===== config.mk =====
export PLATFORM = sky130hd
export DESIGN_NAME = fd_circle_window
export DESIGN_NICKNAME = d
export VERILOG_FILES = /design/src/rtl/fd_pkg.sv /design/src/rtl/fd_line_buffer.sv /design/src/rtl/fd_circle_window.sv
export SDC_FILE = /design/constraint.sdc
export NUM_CORES = 2
export LEC_CHECK = 0
export CAP_MARGIN = 40
export CORE_MARGIN = 3
export CORE_UTILIZATION = 56
export CTS_CLUSTER_SIZE = 12
export DETAILED_ROUTE_END_ITERATION = 6
export GPL_TIMING_DRIVEN = 1
export PLACE_DENSITY_LB_ADDON = 0.15
export RECOVER_POWER = 25
export SYNTH_ARGS = -nofsm -noshare
export SYNTH_HDL_FRONTEND = slang
export SYNTH_HIERARCHICAL = 1
export SYNTH_SLANG_ARGS = --single-unit

===== constraint.sdc =====
create_clock -name clk -period 9.8 [get_ports clk]
set_clock_uncertainty 0.1 [all_clocks]
set_input_delay 0.98 -clock clk [delete_from_list [all_inputs] [get_ports clk]]
set_output_delay 0.98 -clock clk [all_outputs]
set_load 0.05 [all_outputs]

===== src/rtl/fd_pkg.sv =====
// Shared types and constants for the FAST-9 circle window front end:
// FSM state encoding, pixel/circle sizes and the radius-3 circle tap table.
package fd_pkg;

    localparam int PIX_W    = 8;
    localparam int CIRCLE_N = 16;
    localparam int WIN      = 7;
    localparam int LB_ROWS  = WIN - 1;
    localparam int CTR      = WIN / 2;

    typedef enum logic [1:0] {
        ST_FILL   = 2'd0,
        ST_STREAM = 2'd1,
        ST_DONE   = 2'd2
    } fd_state_e;

    // Bresenham circle p0..p15, clockwise from straight up, offsets from the centre.
    localparam int CIRCLE_DX [CIRCLE_N] = '{ 0,  1,  2,  3, 3, 3, 2, 1, 0, -1, -2, -3, -3, -3, -2, -1};
    localparam int CIRCLE_DY [CIRCLE_N] = '{-3, -3, -2, -1, 0, 1, 2, 3, 3,  3,  2,  1,  0, -1, -2, -3};

endpackage


===== src/rtl/fd_line_buffer.sv =====
// Six-row line buffer stored as one wide word per column: combinational
// read with write on the same address, so a read returns the pre-write contents.
module fd_line_buffer #(
    parameter int DEPTH  = 64,
    parameter int ADDR_W = 6,
    parameter int DATA_W = 48
) (
    input  logic              clk,
    input  logic              i_en,
    input  logic [ADDR_W-1:0] i_addr,
    input  logic [DATA_W-1:0] i_wdata,
    output logic [DATA_W-1:0] o_rdata
);

    logic [DATA_W-1:0] r_mem [DEPTH];

    assign o_rdata = r_mem[i_addr];

    always_ff @(posedge clk) begin
        if (i_en) begin
            r_mem[i_addr] <= i_wdata;
        end
    end

endmodule


===== src/rtl/fd_circle_window.sv =====
// Raster-stream 7x7 window that emits each interior centre pixel with its 16
// radius-3 circle neighbours. Optional outLast flag under FD_WINDOW_LAST_EN.
module fd_circle_window
    import fd_pkg::*;
#(
    parameter int IMG_WIDTH  = 64,
    parameter int IMG_HEIGHT = 64,
    parameter int COORD_W    = 10
) (
    input  logic                      clk,
    input  logic                      reset,
    input  logic [PIX_W-1:0]          pixIn,
    input  logic                      pixValid,
    output logic                      pixReady,
    output logic [PIX_W-1:0]          refPixel,
    output logic [CIRCLE_N*PIX_W-1:0] adjPixel,
    output logic [COORD_W-1:0]        centerX,
    output logic [COORD_W-1:0]        centerY,
    output logic                      outValid,
    input  logic                      outReady,
    output logic                      frameDone,
`ifdef FD_WINDOW_LAST_EN
    output logic                      outLast,
`endif
    output fd_state_e                 dbgState
);

    localparam int LB_AW = (IMG_WIDTH > 1) ? $clog2(IMG_WIDTH) : 1;
    localparam int LB_W  = LB_ROWS * PIX_W;
    localparam logic [COORD_W-1:0] LAST_COL   = COORD_W'(IMG_WIDTH - 1);
    localparam logic [COORD_W-1:0] LAST_ROW   = COORD_W'(IMG_HEIGHT - 1);
    localparam logic [COORD_W-1:0] FILL_ROW   = COORD_W'(WIN - 2);
    localparam logic [COORD_W-1:0] FIRST_EMIT = COORD_W'(WIN - 1);
    localparam logic [COORD_W-1:0] ONE        = COORD_W'(1);
    localparam logic [COORD_W-1:0] HALF       = COORD_W'(CTR);

    fd_state_e                 r_state;
    logic [COORD_W-1:0]        r_col;
    logic [COORD_W-1:0]        r_row;
    logic [PIX_W-1:0]          r_win [WIN][WIN];
    logic [PIX_W-1:0]          w_win [WIN][WIN];
    logic [LB_W-1:0]           w_lb_rd;
    logic [LB_W-1:0]           w_lb_wr;
    logic                      w_accept;
    logic                      w_emit;
    logic                      w_last_col;
    logic                      w_last_pix;
    logic [PIX_W-1:0]          w_ref;
    logic [CIRCLE_N*PIX_W-1:0] w_adj;

    assign pixReady   = (r_state != ST_DONE) && (!outValid || outReady);
    assign w_accept   = pixValid && pixReady;
    assign w_last_col = (r_col == LAST_COL);
    assign w_last_pix = w_last_col && (r_row == LAST_ROW);
    // STREAM implies row >= 6; the column gate keeps stale left columns out.
    assign w_emit     = w_accept && (r_state == ST_STREAM) && (r_col >= FIRST_EMIT);
    assign dbgState   = r_state;

    // Slot k holds row (r-6+k); shifting drops the oldest row and appends pixIn.
    assign w_lb_wr = {pixIn, w_lb_rd[LB_W-1:PIX_W]};

    fd_line_buffer #(
        .DEPTH  (IMG_WIDTH),
        .ADDR_W (LB_AW),
        .DATA_W (LB_W)
    ) u_line_buffer (
        .clk     (clk),
        .i_en    (w_accept),
        .i_addr  (r_col[LB_AW-1:0]),
        .i_wdata (w_lb_wr),
        .o_rdata (w_lb_rd)
    );

    // Window as it will be after this cycle; row 0 is the oldest, column 6 the newest.
    always_comb begin
        for (int r = 0; r < WIN; r++) begin
            for (int c = 0; c < WIN; c++) begin
                w_win[r][c] = r_win[r][c];
            end
        end
        if (w_accept) begin
            for (int r = 0; r < WIN; r++) begin
                for (int c = 0; c < WIN - 1; c++) begin
                    w_win[r][c] = r_win[r][c+1];
                end
            end
            for (int k = 0; k < LB_ROWS; k++) begin
                w_win[k][WIN-1] = w_lb_rd[k*PIX_W +: PIX_W];
            end
            w_win[WIN-1][WIN-1] = pixIn;
        end
    end

    always_comb begin
        w_ref = w_win[CTR][CTR];
        w_adj = '0;
        for (int i = 0; i < CIRCLE_N; i++) begin
            w_adj[(CIRCLE_N-1-i)*PIX_W +: PIX_W] = w_win[CTR + CIRCLE_DY[i]][CTR + CIRCLE_DX[i]];
        end
    end

    always_ff @(posedge clk) begin
        r_win <= w_win;
    end

    always_ff @(posedge clk) begin
        if (reset) begin
            r_state   <= ST_FILL;
            r_col     <= '0;
            r_row     <= '0;
            outValid  <= 1'b0;
            refPixel  <= '0;
            adjPixel  <= '0;
            centerX   <= '0;
            centerY   <= '0;
            frameDone <= 1'b0;
`ifdef FD_WINDOW_LAST_EN
            outLast   <= 1'b0;
`endif
        end else begin
            frameDone <= 1'b0;
            case (r_state)
                ST_FILL: begin
                    if (w_accept && w_last_col && (r_row == FILL_ROW)) begin
                        r_state <= ST_STREAM;
                    end
                end
                ST_STREAM: begin
                    if (w_accept && w_last_pix) begin
                        r_state   <= ST_DONE;
                        frameDone <= 1'b1;
                    end
                end
                ST_DONE: begin
                    r_state <= ST_FILL;
                end
                default: begin
                    r_state <= ST_FILL;
                end
            endcase

            if (w_accept) begin
                if (w_last_col) begin
                    r_col <= '0;
                    r_row <= (r_row == LAST_ROW) ? '0 : r_row + ONE;
                end else begin
                    r_col <= r_col + ONE;
                end
            end

            if (w_emit) begin
                outValid <= 1'b1;
                refPixel <= w_ref;
                adjPixel <= w_adj;
                centerX  <= r_col - HALF;
                centerY  <= r_row - HALF;
`ifdef FD_WINDOW_LAST_EN
                outLast  <= w_last_pix;
`endif
            end else if (outReady) begin
                outValid <= 1'b0;
            end
        end
    end

endmodule


**After elaboration in Yosys (flattened, before gate mapping)**

Memories as Yosys holds them, arrays and structs flattened. A register that Yosys moved wholly into a read port is not among the register bits.
Index checks and enable logic that the tools add are counted.

- Add/sub/neg operators: 4
- Magnitude comparators: 1
- Equality and inequality tests: 7
- Multiplexer cells: 13
- Bitwise operators: 1
- Reductions and logical operators: 15

Operators with widths:

| cell | count |
|---|---|
| $mux 376 | 1 |
| $add 10x1->10 const B | 2 |
| $eq 10x6->1 const B | 2 |
| $mux 10 | 2 |
| $sub 10x2->10 const B | 2 |
| $mux 6 | 2 |
| $eq 10x3->1 const B | 1 |
| $ge 10x3->1 const B | 1 |
| $logic_and 1x1->1 | 8 |
| $mux 1 | 5 |
| $mux 2 | 2 |
| $ne 2x2->1 const B | 2 |
| $pmux 2 s2 | 1 |
| $reduce_and 2->1 | 2 |
| $eq 2x1->1 const B | 1 |
| $logic_not 2->1 | 1 |
| $ne 2x1->1 const B | 1 |
| $reduce_bool 2->1 | 1 |
| $reduce_or 2->1 | 1 |
| $logic_not 1->1 | 1 |
| $logic_or 1x1->1 | 1 |
| $not 1->1 | 1 |

- Register bits after elaboration: 556
- Bits in writable memories: 3072
- Input port bits: 12
- Output and inout port bits: 161
- Word-level logic and storage cells: 98
- Memories kept: 1

Memories:

| memory | words | width | rd ports | clocked after memory_dff | write ports | RTL line | RTL |
|---|---|---|---|---|---|---|---|
| u_line_buffer.r_mem | 64 | 48 | 1 | 1 | 1 | fd_line_buffer.sv:15 | `logic [DATA_W-1:0] r_mem [DEPTH];` |

**Logic depth before layout (Yosys ltp)**

- Depth in word-level cells: 8
- Gate-level depth with buffers: 12
- Depth with buffers taken out: 8

**Cells and area by module**

The synthesis kept the hierarchy.

Modules (own cells, without submodules):

| module | instances | cells an instance | area each (um^2) | seq. area each (um^2) |
|---|---|---|---|---|
| fd_line_buffer | 1 | 6332 | 116564.3 | 92248.5 |
| fd_circle_window | 1 | 1252 | 18242.5 | 12572.1 |

**Worst setup path after synthesis**

OpenSTA, ideal clock, no wires.

- Path type: input to register
- Start: input outReady
- End: memory u_line_buffer.r_mem[60][0] (enable)
- Setup time: 0.454 ns
- Data arrival time: 9.099 ns
- Required time: 9.246 ns
- Path slack: 0.147 ns
- Stages: 7
- Buffers on the path: 2
- Cells stage by stage: nand2b_1 > nand3_1 > clkbuf_1 > buf_2 > inv_1 > nand3_1 > nor2_1

- Longest elaborated chain between the ends: 5

Ends and longest elaborated chain:

| element | RTL line | RTL |
|---|---|---|
| start: declaration | fd_circle_window.sv:20 | `input logic outReady,` |
| $logic_or 1x1->1 | fd_circle_window.sv:51 | `assign pixReady = (r_state != ST_DONE) && (!outValid \|\| outReady);` |
| $logic_and 1x1->1 | fd_circle_window.sv:51 |  |
| $logic_and 1x1->1 | fd_circle_window.sv:52 | `assign w_accept = pixValid && pixReady;` |
| net w_accept | fd_circle_window.sv:44 | `logic w_accept;` |
| $mux 1 | fd_line_buffer.sv:20 | `if (i_en) begin` |
| $mux 1 (not written as such) | fd_line_buffer.sv:21 | `r_mem[i_addr] <= i_wdata;` |
| end: declaration | fd_line_buffer.sv:15 |  |

The timed path passes the listed nets, and every way through them passes these cells.

**Worst setup path in the final report**

- Start: register r_col[0]
- End: memory u_line_buffer.r_mem[19][41] (enable)

RTL lines:

| element | RTL line | RTL |
|---|---|---|
| start: declaration | fd_circle_window.sv:38 | `logic [COORD_W-1:0] r_col;` |
| start signal: assignment | fd_circle_window.sv:147 | `r_col <= r_col + ONE;` |

Straight into the memory's write port.

==> results.md <==
* Run status: finished, violations left
* Violations in the final reports: DRC, capacitance limit, slew limit
* CTS Buf Count at 374
* Worst slew pin tran at 4.340 ns
* Drt total wl at 389800 um
* Seq/Total Area, Yosys at 77.76%
* CP arrival at 8.12 ns
* Post-cts repair resize count at 0
* Final hold violations at 0
* I/O Buffers at 172
* HP Class: in -> reg
* Fraction of layout cells with a size suffix above 1 at 15.88%
* Yosys reg bits at 3596
* Async set-reset flop share out of synthesis at 0%
* Post-synth EDFFs at 3280
* Placement Setup Slack at 4.121 ns
* CTS tree: built
* Setup violators final at 0
* Wire length of the first global-routing pass at 552100 um
* Placed inst area at 142100 um2
* Crit-path max FO at 72
* Critical Path Start Type: register
* Cell Pwr Density at 215.8 nW/um2
* Initial antenna violation count at 28
* Die height at 496.6 um
* RSZ-0062 raised after global routing: no
* Critical R2R Launch: r_col[0]
* Period utilisation layout at 77.80%
* Clk sinks at 3596
* Critical Path RT at 10.29 ns
* Leakage at 48.98 nW
* Crit path capture type: register
* FMAX at 131.2 MHz
* DIE AREA at 246700 um2
* Final Wtd Congestion at 0.8414
* Synth cell types at 65
* DIE WIDTH at 496.6 um
* Longest Clk Path Bufs at 4
* CP Launch Point: r_col[0]
* Worst setup margin at 2.176 ns
* Max_slew headroom at -189.3%
* CTS Root Cell: clkbuf_16
* CTS Hold Bufs at 0
* Ys flop type: edfxtp_1
* Clk Latency, worst-skew pair at 0.97 ns
* Tmin final at 7.624 ns
* Mean Syn Cell Area at 17.78 um2
* ANT nets after route at 0
* Final Util at 63.76%
* Num rows at 179
* Vias per cell at 6.898
* # IOs at 173
* Mapped cell area at 134800 um2
* Vias in the first global route at 74980
* Detailed Place HPWL at 221300 um
* Max Cap Viol at 37
* Post-CTS setup buffers at 0
* P&R area growth vs syn at 12.92%
* Synth Net Count at 7600
* CTS H-tree depth at 5
* Synth warn at 6
* DRT Pass-1 Iters at 7
* Vias at 77750
* TNS Setup at 0 ns
* Critical path class: reg -> reg
* DRT iter0 DRCs at 11160
* Overflow left after global routing at 0
* Final Max Slew Viols at 1140
* Core Footprint at 238700 um2
* Final instance area at 152200 um2
* Worst VDD drop at 0.1469 mV
* Total GRT Usage at 31.19%
* # fillers at 16470
* Largest net degree at the start of global routing at 122
* HP Start: pixIn[5]
* Clock-pin slew on the worst setup and hold paths at 0.06 ns
* Starting Density at 56.46%
* Wire per inst at 34.59 um
* DRC at 1
* Fin nets at 7877
* Cell count after synthesis at 7584
==> critical path, cell delays in order, from the launching register on <==
cell and delay, ns:
dfxtp_1 1.36, buf_4 0.72, and2_0 1.89, buf_12 0.45, nand2_1 0.14, clkbuf_1 0.36
nor2_4 0.16, clkbuf_1 1.46, buf_12 0.36
==> routing by layer <==
layer,GRT usage [%],vias up,share of wire [%]
met3,6.748,882,11
met2,48.08,5089,46
met1,43.74,40000,38
met4,12.64,16,4.5
li1,-,31760,-
met5,0,-,0.030
==> cells by family after synthesis <==
logic type               synth area share [%]
AND/OR/NAND/NOR                         2.099
buffers and inverters                   1.931
multiplexers                            7.386
flip-flops                              77.76
AO/OA/AOI/OAI                           10.68
XOR/XNOR                               0.1104
adder cells (fa/ha/maj)               0.03713
==> Yosys cell counts (9+ instances only) <==
| master | number | area share [%] |
|---|---|---|
| a211oi_1 | 20 | 0.11 |
| a21o_1 | 136 | 0.76 |
| a21oi_1 | 277 | 1.0 |
| a221oi_1 | 448 | 2.9 |
| a22oi_1 | 494 | 2.8 |
| a31oi_1 | 22 | 0.10 |
| a41oi_1 | 20 | 0.13 |
| and3_1 | 28 | 0.13 |
| buf_1 | 47 | 0.13 |
| buf_2 | 175 | 0.65 |
| buf_4 | 21 | 0.12 |
| buf_6 | 16 | 0.13 |
| clkbuf_1 | 314 | 0.87 |
| dfxtp_1 | 316 | 4.7 |
| edfxtp_1 | 3280 | 73 |
| mux2_2 | 406 | 3.4 |
| mux2i_1 | 286 | 2.1 |
| mux4_2 | 110 | 1.8 |
| nand2_1 | 102 | 0.28 |
| nand3_1 | 64 | 0.24 |
| nand4_1 | 9 | 0.042 |
| nor2_1 | 289 | 0.80 |
| nor2b_1 | 13 | 0.060 |
| nor3_1 | 12 | 0.045 |
| o211ai_1 | 26 | 0.14 |
| o21ai_0 | 187 | 0.69 |
| o21ai_1 | 33 | 0.12 |
| o221ai_1 | 25 | 0.16 |
| o22ai_1 | 96 | 0.45 |
| o2bb2ai_1 | 21 | 0.14 |
| o311a_1 | 136 | 1.0 |
| or3_1 | 31 | 0.14 |
| or4_1 | 26 | 0.14 |
| xnor2_1 | 11 | 0.071 |
==> path summary, 6_finish.rpt <==
check / end / slack [ns] / cells after the start
worst max-delay path: u_line_buffer/r_mem[19][41] / 2.18 / 8
worst min-delay path: r_win[5] / 0.16 / 1
worst max register to register: u_line_buffer/r_mem[19][41] / 2.18 / 8
worst min register to register: r_win[244] / 0.30 / 0
==> flip-flops by register name (all words and copies together) (netlist names) <==
signal / flops
centerY: 10
frameDone: 1
centerX: 10
dbgState: 2
adjPixel: 128
u_line_buffer/r_mem: 3072
r_row: 10
refPixel: 8
outValid: 1
r_win: 344
r_col: 10
==> stage by stage <==
step	power (mW)	hold slack (ns)	cells
final	32.86	0.1580	11270
after global routing	33.75	0.1196	11260
after CTS	32.98	0.09940	11260
after detailed placement	20.47	0.3045	10650
after global placement	20.38	0.3001	10580
after floorplan	19.31	0.3003	7584
==> cell type report <==
| cell class | instances | area, um2 | share of cell area, % |
|---|---|---|---|
| Tap cell | 3167 | 3963 | 2.603 |
| Antenna cell | 15 | 37.54 | 0.02466 |
| Multi-Input combinational cell | 3406 | 27940 | 18.35 |
| Sequential cell | 3596 | 104800 | 68.86 |
| Inverter | 9 | 48.80 | 0.03205 |
| Clock buffer | 528 | 10160 | 6.672 |
| Clock inverter | 75 | 450.4 | 0.2959 |
| Timing Repair Buffer | 474 | 4810 | 3.159 |
==> cells in the final DEF (no fill, tap or decap), types with 162 or more instances in the layout <==
cell / n
mux2_2: 350
mux2i_1: 286
edfxtp_1: 3280
clkbuf_16: 379
buf_4: 197
dfxtp_1: 314
o21ai_0: 187
a21oi_1: 277
clkbuf_1: 175
dlygate4sd3_1: 162
a221oi_1: 448
nor2_1: 239
a22oi_1: 494
==> report_power, final <==
group          switching (mW)  internal, mW  total, mW
clock network            5.49          7.19       12.7
logic                    1.87         0.565       2.44
registers               0.120          17.6       17.7
total                    7.48          25.4       32.9
Power figures use the tool's default switching activity.
